File: config.mk
export PLATFORM = sky130hd
export DESIGN_NAME = riscv_instr_encoder
export DESIGN_NICKNAME = d
export VERILOG_FILES = /design/src/rtl/riscv_instr_encoder.sv
export SDC_FILE = /design/constraint.sdc
export NUM_CORES = 1
export LEC_CHECK = 0
export ABC_CLOCK_PERIOD_IN_PS = 3600
export BUFFER_PORTS_ARGS = -buffer_cell sky130_fd_sc_hd__clkbuf_2
export CORE_ASPECT_RATIO = 0.75
export CORE_MARGIN = 2
export CORE_UTILIZATION = 40
export CTS_CLUSTER_DIAMETER = 200
export CTS_CLUSTER_SIZE = 30
export DETAILED_ROUTE_END_ITERATION = 12
export PLACE_DENSITY = 0.71
export SYNTH_ARGS = -nofsm -noshare
export SYNTH_HDL_FRONTEND = slang
export SYNTH_SLANG_ARGS = --single-unit
File: constraint.sdc
create_clock -name clk -period 3.6 [get_ports clk]
set_input_delay 0.18 -clock clk [delete_from_list [all_inputs] [get_ports clk]]
set_output_delay 0.18 -clock clk [all_outputs]
set_load 0.01 [all_outputs]
File: src/rtl/riscv_instr_encoder.sv
// RV32IM instruction encoder: turns field-level requests into 32-bit words,
// expands LI into LUI/ADDI, and queues the results in a small output FIFO.
module riscv_instr_encoder #(
  parameter bit ENABLE_MUL = 1'b1,
  parameter bit ENABLE_DIV = 1'b1,
  parameter int FIFO_DEPTH = 4
) (
  input  logic        clk,
  input  logic        rst_n,
  input  logic        req_valid,
  output logic        req_ready,
  input  logic [3:0]  req_class,
  input  logic [2:0]  req_funct3,
  input  logic        req_alt,
  input  logic [4:0]  req_rd,
  input  logic [4:0]  req_rs1,
  input  logic [4:0]  req_rs2,
  input  logic [31:0] req_imm,
  output logic        instr_valid,
  input  logic        instr_ready,
  output logic [31:0] instr,
  output logic        err_illegal,
  output logic [31:0] instr_count
);
  localparam int AW = $clog2(FIFO_DEPTH);
  localparam int CW = AW + 1;
  localparam logic [CW-1:0] READY_MAX = CW'(FIFO_DEPTH - 2);

  localparam logic [6:0] OP_LUI    = 7'b0110111;
  localparam logic [6:0] OP_AUIPC  = 7'b0010111;
  localparam logic [6:0] OP_JAL    = 7'b1101111;
  localparam logic [6:0] OP_JALR   = 7'b1100111;
  localparam logic [6:0] OP_BRANCH = 7'b1100011;
  localparam logic [6:0] OP_LOAD   = 7'b0000011;
  localparam logic [6:0] OP_STORE  = 7'b0100011;
  localparam logic [6:0] OP_IMM    = 7'b0010011;
  localparam logic [6:0] OP_REG    = 7'b0110011;

  typedef enum logic [3:0] {
    CL_LUI = 4'd0, CL_AUIPC = 4'd1, CL_JAL = 4'd2, CL_JALR = 4'd3,
    CL_BRANCH = 4'd4, CL_LOAD = 4'd5, CL_STORE = 4'd6, CL_IMM = 4'd7,
    CL_REG = 4'd8, CL_MDU = 4'd9, CL_LI = 4'd10
  } class_t;

  typedef enum logic {S_IDLE, S_LI_LO} state_t;

  state_t            state, state_nxt;
  logic [31:0]       mem [FIFO_DEPTH];
  logic [AW-1:0]     wr_ptr, rd_ptr;
  logic [CW-1:0]     count;
  logic [4:0]        li_rd;
  logic [11:0]       li_lo;

  logic              accept, pop, push, legal, need_lo, alt_ok;
  logic              fits12, fits13, fits21;
  logic [6:0]        funct7;
  logic [19:0]       li_hi;
  logic [31:0]       word, push_word;

  assign req_ready   = (state == S_IDLE) && (count <= READY_MAX);
  assign instr_valid = (count != '0);
  assign instr       = instr_valid ? mem[rd_ptr] : '0;
  assign accept      = req_valid && req_ready;
  assign pop         = instr_valid && instr_ready;

  assign fits12 = (req_imm[31:11] == '0) || (req_imm[31:11] == '1);
  assign fits13 = (req_imm[31:12] == '0) || (req_imm[31:12] == '1);
  assign fits21 = (req_imm[31:20] == '0) || (req_imm[31:20] == '1);
  // Rounding the upper part up when bit 11 is set compensates for ADDI sign-extension.
  assign li_hi  = req_imm[31:12] + 20'(req_imm[11]);

  always_comb begin
    word    = '0;
    legal   = 1'b0;
    need_lo = 1'b0;
    funct7  = req_alt ? 7'b0100000 : 7'b0000000;
    alt_ok  = !req_alt
           || (req_class == CL_REG && (req_funct3 == 3'b000 || req_funct3 == 3'b101))
           || (req_class == CL_IMM && req_funct3 == 3'b101);
    case (req_class)
      CL_LUI: begin
        legal = 1'b1;
        word  = {req_imm[31:12], req_rd, OP_LUI};
      end
      CL_AUIPC: begin
        legal = 1'b1;
        word  = {req_imm[31:12], req_rd, OP_AUIPC};
      end
      CL_JAL: begin
        legal = fits21 && !req_imm[0];
        word  = {req_imm[20], req_imm[10:1], req_imm[11], req_imm[19:12], req_rd, OP_JAL};
      end
      CL_JALR: begin
        legal = (req_funct3 == 3'b000) && fits12;
        word  = {req_imm[11:0], req_rs1, 3'b000, req_rd, OP_JALR};
      end
      CL_BRANCH: begin
        legal = (req_funct3 != 3'b010) && (req_funct3 != 3'b011) && fits13 && !req_imm[0];
        word  = {req_imm[12], req_imm[10:5], req_rs2, req_rs1, req_funct3,
                 req_imm[4:1], req_imm[11], OP_BRANCH};
      end
      CL_LOAD: begin
        legal = (req_funct3 inside {3'b000, 3'b001, 3'b010, 3'b100, 3'b101}) && fits12;
        word  = {req_imm[11:0], req_rs1, req_funct3, req_rd, OP_LOAD};
      end
      CL_STORE: begin
        legal = (req_funct3 <= 3'b010) && fits12;
        word  = {req_imm[11:5], req_rs2, req_rs1, req_funct3, req_imm[4:0], OP_STORE};
      end
      CL_IMM: begin
        if (req_funct3[1:0] == 2'b01) begin
          legal = (req_imm[31:5] == '0);
          word  = {funct7, req_imm[4:0], req_rs1, req_funct3, req_rd, OP_IMM};
        end else begin
          legal = fits12;
          word  = {req_imm[11:0], req_rs1, req_funct3, req_rd, OP_IMM};
        end
      end
      CL_REG: begin
        legal = 1'b1;
        word  = {funct7, req_rs2, req_rs1, req_funct3, req_rd, OP_REG};
      end
      CL_MDU: begin
        legal = req_funct3[2] ? ENABLE_DIV : ENABLE_MUL;
        word  = {7'b0000001, req_rs2, req_rs1, req_funct3, req_rd, OP_REG};
      end
      CL_LI: begin
        legal = 1'b1;
        if (fits12) begin
          word = {req_imm[11:0], 5'd0, 3'b000, req_rd, OP_IMM};
        end else begin
          word    = {li_hi, req_rd, OP_LUI};
          need_lo = (req_imm[11:0] != '0);
        end
      end
      default: legal = 1'b0;
    endcase
    legal = legal && alt_ok;
  end

  // Next-state and FIFO write selection; the ADDI half of LI always fits
  // because acceptance required two free entries.
  always_comb begin
    state_nxt = state;
    push      = 1'b0;
    push_word = word;
    case (state)
      S_IDLE: begin
        if (accept && legal) begin
          push = 1'b1;
          if (need_lo) state_nxt = S_LI_LO;
        end
      end
      S_LI_LO: begin
        push      = 1'b1;
        push_word = {li_lo, li_rd, 3'b000, li_rd, OP_IMM};
        state_nxt = S_IDLE;
      end
      default: state_nxt = S_IDLE;
    endcase
  end

  always_ff @(posedge clk or negedge rst_n) begin
    if (!rst_n) begin
      state       <= S_IDLE;
      li_rd       <= '0;
      li_lo       <= '0;
      err_illegal <= 1'b0;
      wr_ptr      <= '0;
      rd_ptr      <= '0;
      count       <= '0;
      instr_count <= '0;
    end else begin
      state       <= state_nxt;
      err_illegal <= accept && !legal;
      if (accept) begin
        li_rd <= req_rd;
        li_lo <= req_imm[11:0];
      end
      if (push) wr_ptr <= wr_ptr + AW'(1);
      if (pop) begin
        rd_ptr      <= rd_ptr + AW'(1);
        instr_count <= instr_count + 32'd1;
      end
      case ({push, pop})
        2'b10:   count <= count + CW'(1);
        2'b01:   count <= count - CW'(1);
        default: count <= count;
      endcase
    end
  end

  always_ff @(posedge clk) begin
    if (push) mem[wr_ptr] <= push_word;
  end

endmodule

==> run_summary.xml, run 1 <==
<?xml version="1.0" encoding="UTF-8"?>
<metrics>
  <group name="synthesis">
    <metric name="synth_top_area_cell" unit="">sky130_fd_sc_hd__edfxtp_1</metric>
    <metric name="yosysSeqAreaShare" unit="%">56.97</metric>
    <metric name="synth_top_area_share" unit="%">40.99</metric>
    <metric name="synth_cell_type_count" unit="">65</metric>
    <metric name="synth_mux_area_share" unit="%">9.904</metric>
    <metric name="syn-num-nets" unit="">790</metric>
    <metric name="number_of_enable_type_register_cells_in_the_synthesized_netlist" unit="">124</metric>
    <metric name="synth_compound_gate_area_share" unit="%">9.201</metric>
    <metric name="synth_xor_xnor_area_share" unit="%">4.532</metric>
    <metric name="yosysWarningCount" unit="">0</metric>
    <metric name="synth_area" unit="sq um">9084</metric>
    <metric name="post_synth.cell_area_avg" unit="sq um">12.60</metric>
    <metric name="synth.area.top_cells" unit="">sky130_fd_sc_hd__edfxtp_1 (41%), sky130_fd_sc_hd__dfrtp_1 (16%), sky130_fd_sc_hd__mux4_2 (7.7%), sky130_fd_sc_hd__xnor2_1 (3.2%), sky130_fd_sc_hd__and2_1 (2.6%)</metric>
    <metric name="synth_adder_area_share" unit="%">1.460</metric>
    <metric name="main_combinational_cell_family_by_area_after_synthesis" unit="">simple AND/OR/NAND/NOR gates</metric>
    <metric name="synthSimpleGateAreaFrac" unit="%">15.26</metric>
    <metric name="async_flop_share" unit="%">31.87</metric>
    <metric name="synth_seq_cells" unit="">182</metric>
    <metric name="netlist_instances" unit="">721</metric>
    <metric name="yosys_most_used_dff" unit="">sky130_fd_sc_hd__edfxtp_1</metric>
  </group>
  <group name="worst_setup_path">
    <metric name="cp_slowest_cell" unit="">sky130_fd_sc_hd__nor3_1</metric>
    <metric name="critPathMaxFanout" unit="">8</metric>
    <metric name="critical-path-top-cell-by-count" unit="">sky130_fd_sc_hd__nor2_1</metric>
    <metric name="cpPeakStageDelay" unit="ns">0.73</metric>
    <metric name="worstSetupPathType" unit="">in2reg</metric>
    <metric name="arrival" unit="ns">2.95</metric>
    <metric name="start_kind" unit="">input port</metric>
    <metric name="crit_chain" unit="">clkbuf_2 -&gt; ha_1 -&gt; and3_1 -&gt; nand4_1 -&gt; nor3_1 -&gt; nor2_1 -&gt; buf_4 -&gt; a221oi_1 -&gt; nor2_1</metric>
    <metric name="setup.worst_path.end_class" unit="">register</metric>
    <metric name="critical_path_required" unit="ns">3.73</metric>
  </group>
  <group name="clock_network">
    <metric name="clock-sinks" unit="">182</metric>
    <metric name="worst_skew_pair.late_latency" unit="ns">0.43</metric>
    <metric name="clk_path_buf_depth" unit="">2</metric>
    <metric name="cts_htree_levels" unit="">4</metric>
    <metric name="postCtsSetupRepairBufs" unit="">0</metric>
    <metric name="cts_tree" unit="">yes</metric>
    <metric name="cts.reportedPaths.clkPinSlew" unit="ns">0.08</metric>
    <metric name="cts.repair.resized" unit="">0</metric>
    <metric name="cts.root.buffer_cell" unit="">sky130_fd_sc_hd__clkbuf_16</metric>
    <metric name="cts_inserted_buffers" unit="">17</metric>
  </group>
  <group name="sta">
    <metric name="hold_slack" unit="ns">0.02299</metric>
    <metric name="timing.max_slew.rel_slack" unit="%">25.02</metric>
    <metric name="tightestPinTransition" unit="ns">1.125</metric>
    <metric name="drv_slew" unit="">0</metric>
    <metric name="rsz0062_at_grt" unit="">no</metric>
    <metric name="layout_min_cycle_time" unit="ns">2.818</metric>
    <metric name="setup_viol" unit="">0</metric>
    <metric name="fin_tns_setup" unit="ns">0</metric>
    <metric name="fmaxAchievable" unit="MHz">354.9</metric>
    <metric name="skew" unit="ns">0.01657</metric>
    <metric name="final-hold-violation-count" unit="">0</metric>
    <metric name="post-route-period-util" unit="%">78.28</metric>
  </group>
  <group name="floorplan">
    <metric name="fp.dieW" unit="um">178.0</metric>
    <metric name="std_cell_rows" unit="">47</metric>
    <metric name="die_height" unit="um">134.5</metric>
    <metric name="floorplan.initialDensity" unit="%">40.97</metric>
    <metric name="floorplan.core_area" unit="sq um">22170</metric>
    <metric name="ioPinCount" unit="">126</metric>
    <metric name="die_area" unit="sq um">23940</metric>
  </group>
  <group name="global_routing">
    <metric name="grt_start_max_net_pins" unit="">43</metric>
    <metric name="grt_ovf" unit="">0</metric>
    <metric name="grt_first_pass_wirelength" unit="um">38470</metric>
    <metric name="grt_pass1_vias" unit="">6501</metric>
    <metric name="grtUsageTotal" unit="%">21.47</metric>
    <metric name="antenna_found_initial" unit="">0</metric>
  </group>
  <group name="power">
    <metric name="cellPowerDensity" unit="nW/um^2">594.4</metric>
    <metric name="fin_total_pwr" unit="mW">6.385</metric>
    <metric name="worst_ir_drop_vdd" unit="V">0.0003358</metric>
    <metric name="power.leakage" unit="nW">4.127</metric>
  </group>
  <group name="cells_and_area">
    <metric name="area_growth_syn_to_layout" unit="%">18.26</metric>
    <metric name="antenna_cells" unit="">0</metric>
    <metric name="share_of_final_layout_standard_cells_stronger_than_drive_strength_1" unit="%">27.40</metric>
    <metric name="layoutNonFillerInstCount" unit="">1159</metric>
    <metric name="num-fill-cells" unit="">1969</metric>
    <metric name="design.final.nets" unit="">921</metric>
  </group>
  <group name="detailed_routing">
    <metric name="vias" unit="">6603</metric>
    <metric name="top_signal_layer_used" unit="">met4</metric>
    <metric name="drt-total-wl" unit="um">24690</metric>
    <metric name="drt-met1-wl" unit="um">11670</metric>
    <metric name="detail_route.vias_per_cell" unit="">5.697</metric>
    <metric name="wl_met2" unit="um">11100</metric>
    <metric name="met3_length" unit="um">1626</metric>
    <metric name="detail_route.first_pass.iterations" unit="">5</metric>
    <metric name="post-route-drc-count" unit="">0</metric>
    <metric name="route.antenna.remaining_nets" unit="">0</metric>
    <metric name="wire_per_inst" unit="um">21.30</metric>
    <metric name="first_iteration_detailed_routing_drc_count" unit="">717</metric>
  </group>
  <group name="placement">
    <metric name="post-dp-hpwl" unit="um">17780</metric>
    <metric name="final_weighted_congestion_of_routability_driven_global_placement" unit="">0.9437</metric>
    <metric name="placedCellCount" unit="">1123</metric>
    <metric name="io_buffers" unit="">125</metric>
  </group>
  <group name="run_status">
    <metric name="result_of_the_run" unit="">finished, final reports clean</metric>
  </group>
  <group name="run">
    <metric name="cap_violations" unit="">0</metric>
  </group>
  <group name="hold_path">
    <metric name="worst_hold_path_type" unit="">in2reg</metric>
  </group>
</metrics>
==> worst max-delay path, delay by kind of cell <==
| kind | cells | cell delay [ns] |
|---|---|---|
| compound gates | 1 | 0.52 |
| buf+inv | 2 | 0.37 |
| fa+ha+maj | 1 | 0.19 |
| simple gates | 5 | 1.68 |
==> cells in the mapped netlist, drive strengths merged (10+ instances only) <==
master / n
a21oi: 24
a221oi: 14
and2: 39
and3: 16
buf: 12
clkbuf: 27
dfrtp: 58
edfxtp: 124
inv: 23
mux2: 17
mux4: 31
nand2: 43
nand3: 19
nand4: 14
nor2: 42
nor2b: 10
nor3: 17
nor4: 11
o21ai: 29
xnor2: 33
xor2: 14
==> layer usage <==
| layer | up-vias | track usage [%] |
|---|---|---|
| met5 | - | 0 |
| met4 | 0 | 5.009 |
| met3 | 21 | 3.660 |
| met2 | 252 | 32.45 |
| met1 | 3309 | 32.39 |
| li1 | 3021 | - |
==> stage by stage <==
step | cell area [sq um] | utilization (%) | setup WS (ns)
3_3_place_gp | 10090 | 45.50 | 0.4524
2_1_floorplan | 9084 | - | 0.5692
4_1_cts | 10740 | 48.46 | 0.7740
5_1_grt | 10740 | 48.46 | 0.4916
6_report | 10740 | 48.46 | 0.7819
3_5_place_dp | 10090 | 45.50 | 0.4428
==> where the power goes <==
part / internal (mW) / switching, mW / total, mW
registers: 2.45 / 0.276 / 2.72
clock network: 0.953 / 0.937 / 1.89
logic: 0.907 / 0.865 / 1.77
total: 4.31 / 2.08 / 6.39
==> worst paths after layout <==
kind / startpoint / endpoint / slack [ns] / cells past startpoint
setup reg to reg: count[0]$_DFFE_PN0P_ / count[2]$_DFFE_PN0P_ / 0.82 / 11
hold reg to reg: instr_count[31]$_DFFE_PN0P_ / instr_count[31]$_DFFE_PN0P_ / 0.48 / 1
setup / recovery: req_imm[12] / mem[3][12]$_DFFE_PP_ / 0.78 / 9
max in group asynchronous: rst_n / rd_ptr[1]$_DFFE_PN0P_ / 2.28 / 3
min in group asynchronous: rst_n / instr_count[31]$_DFFE_PN0P_ / 0.34 / 2
hold / removal: req_rd[0] / li_rd[0]$_DFFE_PN0P_ / 0.02 / 2
==> placed cells by master (no fill, tap or decap), drive strengths merged, types with 3 or more instances in the layout <==
cell	netlist	routed
o22ai	3	3
nor2	42	42
a31oi	6	6
buf	12	22
mux4	31	31
nor2b	10	10
edfxtp	124	124
a22o	5	5
nand2	43	43
a21oi	24	24
a222oi	5	5
nor4	11	11
ha	9	9
xor2	14	14
o21ai	29	29
nor3	17	17
nand4	14	14
a221oi	14	14
inv	23	31
mux2	17	17
a22oi	5	5
dlygate4sd3	0	4
nand2b	5	5
and3	16	16
clkbuf	27	142
and4	8	8
and2	39	39
a211oi	6	6
or3	7	7
nand3	19	19
xnor2	33	33
nand3b	6	6
dfrtp	58	58
clkinv	0	6
==> state kept, by name, summed over array words and instances (netlist names) <==
register     cells
mem            124
instr_count     32
li_lo           12
li_rd            5
count            3
rd_ptr           2
wr_ptr           2
err_illegal      1
state            1
==> cell families (layout without fill, tap and decap cells) <==
kind of cell,Yosys count,in the layout
AOI/OAI and AO/OA,121,121
DFF,182,182
muxes,49,49
adders and majority gates,10,10
and+or+nand+nor,250,250
xor gates and xnor gates,47,47
buffers and inverters,62,206
==> cell type report <==
type	count	area [sq um]	area share [%]
multi-input cells	477	3666	34.13
repair buffers	151	830.8	7.734
flip-flops and latches	182	5177	48.19
inverters	23	86.33	0.8036
clock inverters	15	188.9	1.759
clock buffers	17	425.4	3.960
well taps	294	367.9	3.424
==> timing repair <==
action / CTS / global route
setup endpoints to repair: 0 / 0
hold buffers: 4 / 0
hold endpoints to repair: 33 / 0
No activity file was read; power rests on OpenSTA's default activity.
==> run 2: changes to the inputs <==
- ABC_CLOCK_PERIOD_IN_PS: 3600 -> 2550
- PLACE_DENSITY: 0.71 -> 0.73
- clock period: 3.6 -> 2.55 ns (I/O delays scaled with it)
==> run 2 against run 1 <==
Against the previous run:
- via count is 7.6% higher
- worst hold slack better by 0.0097 ns
- sequential power is 36% higher
- count of clock-buffer cells in the layout stayed put
- cell count is 6.8% higher
- critical path depth is 5 higher
- die area stayed put
- register-to-register slack worse by 0.55 ns
- clock skew is 0.0034 ns lower
- wire length is 5.9% higher
- core utilization is 3.4 points higher
==> run_summary.xml, run 2 (same netlist as run 1, synthesis figures left out) <==
<?xml version="1.0" encoding="UTF-8"?>
<metrics>
  <group name="placement">
    <metric name="placedInstanceArea" unit="sq um">10780</metric>
    <metric name="io_buffers" unit="">125</metric>
    <metric name="post-dp-hpwl" unit="um">18900</metric>
    <metric name="dp_worst_setup_slack" unit="ns">-0.3031</metric>
    <metric name="final_weighted_congestion_of_routability_driven_global_placement" unit="">0.9700</metric>
  </group>
  <group name="global_routing">
    <metric name="antenna_found_initial" unit="">1</metric>
    <metric name="grt_start_max_net_pins" unit="">59</metric>
    <metric name="grt_first_pass_wirelength" unit="um">39540</metric>
    <metric name="grt_pass1_vias" unit="">6847</metric>
    <metric name="grtUsageTotal" unit="%">22.13</metric>
    <metric name="grt_ovf" unit="">0</metric>
  </group>
  <group name="floorplan">
    <metric name="floorplan.core_area" unit="sq um">22170</metric>
    <metric name="floorplan.initialDensity" unit="%">40.97</metric>
    <metric name="die_height" unit="um">134.5</metric>
    <metric name="fp.dieW" unit="um">178.0</metric>
    <metric name="ioPinCount" unit="">126</metric>
    <metric name="die_area" unit="sq um">23940</metric>
    <metric name="std_cell_rows" unit="">47</metric>
  </group>
  <group name="clock_network">
    <metric name="clk_path_buf_depth" unit="">2</metric>
    <metric name="cts_htree_levels" unit="">4</metric>
    <metric name="worst_skew_pair.late_latency" unit="ns">0.44</metric>
    <metric name="cts.root.buffer_cell" unit="">sky130_fd_sc_hd__clkbuf_16</metric>
    <metric name="cts_tree" unit="">yes</metric>
    <metric name="cts_inserted_buffers" unit="">17</metric>
    <metric name="clock-sinks" unit="">182</metric>
    <metric name="cts.reportedPaths.clkPinSlew" unit="ns">0.07</metric>
  </group>
  <group name="cells_and_area">
    <metric name="area_growth_syn_to_layout" unit="%">26.68</metric>
    <metric name="registers.top_by_ff_count" unit="">mem</metric>
    <metric name="mostFrequentLayoutCell" unit="">sky130_fd_sc_hd__edfxtp_1</metric>
    <metric name="antenna_cells" unit="">0</metric>
    <metric name="largest_reg_flops" unit="">124</metric>
    <metric name="design.final.nets" unit="">1000</metric>
    <metric name="stdcell_area" unit="sq um">11510</metric>
    <metric name="reg.largest.list" unit="">mem: 124 flops, instr_count: 32 flops, li_lo: 12 flops</metric>
    <metric name="layout.cells.most_common_list" unit="">sky130_fd_sc_hd__edfxtp_1 (124), sky130_fd_sc_hd__clkbuf_2 (123), sky130_fd_sc_hd__buf_4 (87)</metric>
    <metric name="share_of_final_layout_standard_cells_stronger_than_drive_strength_1" unit="%">33.58</metric>
    <metric name="post-route-util" unit="%">51.90</metric>
  </group>
  <group name="sta">
    <metric name="timing.max_slew.rel_slack" unit="%">30.40</metric>
    <metric name="setup_viol" unit="">0</metric>
    <metric name="skew" unit="ns">0.01317</metric>
    <metric name="tightestPinTransition" unit="ns">1.044</metric>
    <metric name="final-hold-violation-count" unit="">0</metric>
    <metric name="post-route-period-util" unit="%">95.29</metric>
    <metric name="drv_slew" unit="">0</metric>
    <metric name="fin_ws" unit="ns">0.1202</metric>
    <metric name="layout_min_cycle_time" unit="ns">2.430</metric>
    <metric name="fin_tns_setup" unit="ns">0</metric>
    <metric name="fmaxAchievable" unit="MHz">411.6</metric>
  </group>
  <group name="power">
    <metric name="worst_ir_drop_vdd" unit="V">0.0005157</metric>
    <metric name="fin_total_pwr" unit="mW">9.281</metric>
    <metric name="power.leakage" unit="nW">4.558</metric>
    <metric name="cellPowerDensity" unit="nW/um^2">806.5</metric>
  </group>
  <group name="worst_setup_path">
    <metric name="critPathMaxFanout" unit="">3</metric>
    <metric name="critical_path_required" unit="ns">2.87</metric>
    <metric name="start_kind" unit="">input port</metric>
    <metric name="worstSetupPathType" unit="">in2reg</metric>
    <metric name="setup.worst_path.end_class" unit="">register</metric>
    <metric name="arrival" unit="ns">2.75</metric>
    <metric name="r2r_slack" unit="ns">0.27</metric>
  </group>
  <group name="detailed_routing">
    <metric name="route.antenna.remaining_nets" unit="">0</metric>
    <metric name="detail_route.vias_per_cell" unit="">5.742</metric>
    <metric name="vias" unit="">7108</metric>
    <metric name="drt-total-wl" unit="um">26140</metric>
    <metric name="wire_per_inst" unit="um">21.11</metric>
    <metric name="detail_route.first_pass.iterations" unit="">6</metric>
    <metric name="post-route-drc-count" unit="">0</metric>
    <metric name="first_iteration_detailed_routing_drc_count" unit="">826</metric>
  </group>
  <group name="run">
    <metric name="cap_violations" unit="">0</metric>
  </group>
  <group name="hold_path">
    <metric name="worst_hold_path_type" unit="">in2reg</metric>
  </group>
  <group name="run_status">
    <metric name="result_of_the_run" unit="">finished, final reports clean</metric>
  </group>
</metrics>
-- run 2: cell types whose count changed in the layout (fill, tap and decap cells not counted), sizes merged --
cell,change
bufinv,+1
dlygate4sd3,+6
clkinv,-1
dlymetal6s4s,+1
clkbuf,-2
buf,+74
-- run 2: repair_timing --
action,4_1_cts,5_1_grt
hold buffers,11,0
hold endpoints to repair,68,0
setup buffers,0,0
endpoints found under the setup margin,0,42
resized for setup,0,4
-- run 2: layer usage --
layer / routed length (um) / track usage, % / part of all wire, %
met1: 11190 / 31.66 / 43
met2: 11790 / 32.99 / 45
met3: 2496 / 5.546 / 9.6
met4: 657 / 7.559 / 2.5
met5: 0 / 0 / 0
-- run 2: power breakdown --
group | leakage [nW] | switching, mW | internal, mW
Combinational | 2.40 | 1.43 | 1.44
Sequential | 1.87 | 0.244 | 3.46
Clock | 0.295 | 1.30 | 1.42
-- run 2: path summary, 6_finish.rpt --
path | from | to | cells past startpoint
setup / recovery | req_imm[8] | count[2]$_DFFE_PN0P_ | 14
hold / removal | req_imm[5] | li_lo[5]$_DFFE_PN0P_ | 2
setup reg to reg | count[0]$_DFFE_PN0P_ | mem[2][27]$_DFFE_PP_ | 8
hold reg to reg | instr_count[31]$_DFFE_PN0P_ | instr_count[31]$_DFFE_PN0P_ | 1
max in group asynchronous | rst_n | rd_ptr[0]$_DFFE_PN0P_ | 3
min in group asynchronous | rst_n | li_lo[8]$_DFFE_PN0P_ | 3
-- run 2: final cells by class --
type	instances	area, sq um
clock buffer	17	425.4
multi-input combinational	477	3707
clock inverter	15	182.7
fill	1918	10660
inverter	23	86.33
timing repair buffer	230	1562
tap	294	367.9
sequential	182	5176
-- run 2: through the flow --
stage / cells / hold WS, ns
floorplan: 721 / -0.1681
global placement: 1197 / 0.3461
finish: 1238 / 0.03269
global route: 1238 / 0.04891
CTS: 1240 / 0.01568
detailed placement: 1197 / 0.3557
-- run 2: worst max-delay path, stage by stage --
cell and delay (ns):
sky130_fd_sc_hd__dlygate4sd3_1 0.62, sky130_fd_sc_hd__nor4_4 0.26, sky130_fd_sc_hd__buf_4 0.17, sky130_fd_sc_hd__nand4_1 0.10, sky130_fd_sc_hd__or3_4 0.38, sky130_fd_sc_hd__and2_4 0.16
sky130_fd_sc_hd__nand3_4 0.08, sky130_fd_sc_hd__a21oi_2 0.06, sky130_fd_sc_hd__ha_2 0.21, sky130_fd_sc_hd__inv_2 0.05, sky130_fd_sc_hd__fa_2 0.18, sky130_fd_sc_hd__xor2_1 0.13
sky130_fd_sc_hd__nor2_1 0.07, sky130_fd_sc_hd__xor2_1 0.13
==> run 3: changes to the inputs <==
- CORE_UTILIZATION: 40 -> 30
- PLACE_DENSITY: 0.73 -> 0.61
==> run 3 against run 2 <==
Against the previous run:
- register-to-register slack lost 0.06 ns
- count of clock-buffer cells in the layout is the same
- combinational power is essentially flat
- total power grew 0.37%
- non-clock buffer count grew 8
==> run_summary.xml, run 3 (same netlist as run 1, synthesis figures left out) <==
<?xml version="1.0" encoding="UTF-8"?>
<metrics>
  <group name="power">
    <metric name="cellPowerDensity" unit="nW/um^2">797.7</metric>
    <metric name="power.leakage" unit="nW">4.579</metric>
    <metric name="worst_ir_drop_vdd" unit="V">0.0004662</metric>
    <metric name="fin_total_pwr" unit="mW">9.315</metric>
  </group>
  <group name="clock_network">
    <metric name="cts.reportedPaths.clkPinSlew" unit="ns">0.07</metric>
    <metric name="clock-sinks" unit="">182</metric>
    <metric name="cts_inserted_buffers" unit="">17</metric>
    <metric name="postCtsSetupRepairBufs" unit="">0</metric>
    <metric name="cts.root.buffer_cell" unit="">sky130_fd_sc_hd__clkbuf_16</metric>
    <metric name="cts_htree_levels" unit="">4</metric>
    <metric name="cts_tree" unit="">yes</metric>
    <metric name="clk_path_buf_depth" unit="">2</metric>
    <metric name="worst_skew_pair.late_latency" unit="ns">0.44</metric>
  </group>
  <group name="detailed_routing">
    <metric name="detail_route.first_pass.iterations" unit="">5</metric>
    <metric name="detail_route.vias_per_cell" unit="">5.172</metric>
    <metric name="first_iteration_detailed_routing_drc_count" unit="">753</metric>
    <metric name="route.antenna.remaining_nets" unit="">0</metric>
    <metric name="wire_per_inst" unit="um">19.59</metric>
    <metric name="post-route-drc-count" unit="">0</metric>
    <metric name="vias" unit="">6988</metric>
    <metric name="drt-total-wl" unit="um">26470</metric>
  </group>
  <group name="global_routing">
    <metric name="grtUsageTotal" unit="%">17.18</metric>
    <metric name="grt_start_max_net_pins" unit="">43</metric>
    <metric name="grt_ovf" unit="">0</metric>
    <metric name="grt_first_pass_wirelength" unit="um">41250</metric>
    <metric name="grt_pass1_vias" unit="">6835</metric>
    <metric name="antenna_found_initial" unit="">1</metric>
  </group>
  <group name="placement">
    <metric name="final_weighted_congestion_of_routability_driven_global_placement" unit="">0.8930</metric>
    <metric name="placedCellCount" unit="">1309</metric>
    <metric name="io_buffers" unit="">125</metric>
    <metric name="post-dp-hpwl" unit="um">19780</metric>
    <metric name="placedInstanceArea" unit="sq um">10920</metric>
  </group>
  <group name="sta">
    <metric name="fmaxAchievable" unit="MHz">412.4</metric>
    <metric name="fin_tns_setup" unit="ns">0</metric>
    <metric name="rsz0062_at_grt" unit="">no</metric>
    <metric name="skew" unit="ns">0.01673</metric>
    <metric name="tightestPinTransition" unit="ns">1.024</metric>
    <metric name="final-hold-violation-count" unit="">0</metric>
    <metric name="layout_min_cycle_time" unit="ns">2.425</metric>
    <metric name="timing.max_slew.rel_slack" unit="%">31.47</metric>
    <metric name="drv_slew" unit="">0</metric>
    <metric name="setup_viol" unit="">0</metric>
    <metric name="post-route-period-util" unit="%">95.10</metric>
  </group>
  <group name="worst_setup_path">
    <metric name="start_kind" unit="">input port</metric>
    <metric name="worstSetupPathType" unit="">in2reg</metric>
    <metric name="critical_path_required" unit="ns">2.89</metric>
    <metric name="timing.critical_path.from" unit="">req_imm[9]</metric>
    <metric name="rr_startpoint" unit="">count[0]$_DFFE_PN0P_</metric>
    <metric name="critPathMaxFanout" unit="">3</metric>
    <metric name="arrival" unit="ns">2.77</metric>
    <metric name="setup.worst_path.end_class" unit="">register</metric>
  </group>
  <group name="cells_and_area">
    <metric name="share_of_final_layout_standard_cells_stronger_than_drive_strength_1" unit="%">34.24</metric>
    <metric name="layout.cells.most_common_list" unit="">sky130_fd_sc_hd__clkbuf_2 (124), sky130_fd_sc_hd__edfxtp_1 (124), sky130_fd_sc_hd__buf_4 (97)</metric>
    <metric name="antenna_cells" unit="">0</metric>
    <metric name="num-fill-cells" unit="">2902</metric>
    <metric name="reg.largest.list" unit="">mem: 124 flops, instr_count: 32 flops, li_lo: 12 flops</metric>
    <metric name="area_growth_syn_to_layout" unit="%">28.55</metric>
    <metric name="stdcell_area" unit="sq um">11680</metric>
    <metric name="layoutNonFillerInstCount" unit="">1351</metric>
    <metric name="design.final.nets" unit="">1008</metric>
    <metric name="registers.top_by_ff_count" unit="">mem</metric>
    <metric name="post-route-util" unit="%">38.92</metric>
    <metric name="largest_reg_flops" unit="">124</metric>
  </group>
  <group name="floorplan">
    <metric name="std_cell_rows" unit="">55</metric>
    <metric name="die_area" unit="sq um">31700</metric>
    <metric name="floorplan.initialDensity" unit="%">30.28</metric>
    <metric name="ioPinCount" unit="">126</metric>
    <metric name="floorplan.core_area" unit="sq um">30000</metric>
    <metric name="fp.dieW" unit="um">204.9</metric>
    <metric name="die_height" unit="um">154.7</metric>
  </group>
  <group name="hold_path">
    <metric name="worst_hold_path_type" unit="">in2reg</metric>
    <metric name="worstHoldStart" unit="">req_imm[1]</metric>
  </group>
  <group name="run">
    <metric name="cap_violations" unit="">0</metric>
  </group>
  <group name="run_status">
    <metric name="result_of_the_run" unit="">finished, final reports clean</metric>
  </group>
</metrics>
-- run 3: changes by cell type in the layout (fill, tap and decap cells not counted), moves of 3 or more --
cell / change
sky130_fd_sc_hd__buf_4: +10
sky130_fd_sc_hd__clkinv_8: +4
sky130_fd_sc_hd__inv_8: -4
sky130_fd_sc_hd__buf_12: -3
sky130_fd_sc_hd__inv_12: +3
-- run 3: final cells by class --
class                           count  area, sq um  share of cell area (%)
Sequential cell                   182         5176                   44.33
Tap cell                          399        499.2                   4.275
Clock inverter                     15        212.7                   1.822
Clock buffer                       17        425.4                   3.643
Inverter                           23        86.33                  0.7393
Multi-Input combinational cell    477         3699                   31.67
Timing Repair Buffer              238         1579                   13.52
-- run 3: path summary, 6_finish.rpt --
check                                              endpoint  slack [ns]  cells past startpoint
worst min-delay path                   li_lo[1]$_DFFE_PN0P_        0.04                      2
worst min register to register  instr_count[31]$_DFFE_PN0P_        0.47                      1
worst max-delay path                   count[1]$_DFFE_PN0P_        0.13                     13
worst max register to register          mem[2][2]$_DFFE_PP_        0.21                      8
max in group asynchronous       instr_count[23]$_DFFE_PN0P_        1.51                      3
min in group asynchronous              li_rd[0]$_DFFE_PN0P_        0.36                      2
-- run 3: per-stage QoR --
step           setup slack (ns)  hold slack (ns)
6_report                 0.1251          0.04270
5_1_grt                 0.01010          0.02427
4_1_cts                 0.06458          0.02318
3_5_place_dp            -0.3226           0.3069
3_3_place_gp            -0.2991           0.3045
2_1_floorplan           -0.1204          -0.1681
-- run 3: power by group --
group	switching, mW	internal (mW)
clock	1.38	1.36
sequential	0.216	3.46
combinational	1.47	1.44
total	3.06	6.26
-- run 3: what timing repair did --
item                                    in CTS  in global routing
hold endpoints to repair                    37                  0
endpoints found under the setup margin       0                  2
hold buffers                                11                  0
gates resized for setup                      0                  2
-- run 3: worst max-delay path: stages --
cell and delay, ns:
sky130_fd_sc_hd__dlygate4sd3_1 0.54, sky130_fd_sc_hd__clkbuf_2 0.13, sky130_fd_sc_hd__nor4_2 0.23, sky130_fd_sc_hd__buf_4 0.16, sky130_fd_sc_hd__nand4_1 0.09, sky130_fd_sc_hd__or3_4 0.38, sky130_fd_sc_hd__and2_4 0.16, sky130_fd_sc_hd__nand3_4 0.08
sky130_fd_sc_hd__a21oi_2 0.06, sky130_fd_sc_hd__ha_2 0.20, sky130_fd_sc_hd__inv_2 0.05, sky130_fd_sc_hd__fa_2 0.42, sky130_fd_sc_hd__mux2i_1 0.15
-- run 3: layer usage --
metal	vias to the layer above	part of all wire [%]	track usage [%]	wire (um)
li1	3199	-	-	-
met1	3505	46	24.65	12260
met2	259	45	26.11	12000
met3	23	6.9	3.961	1829
met4	2	1.4	4.591	373
met5	-	0.049	0	13
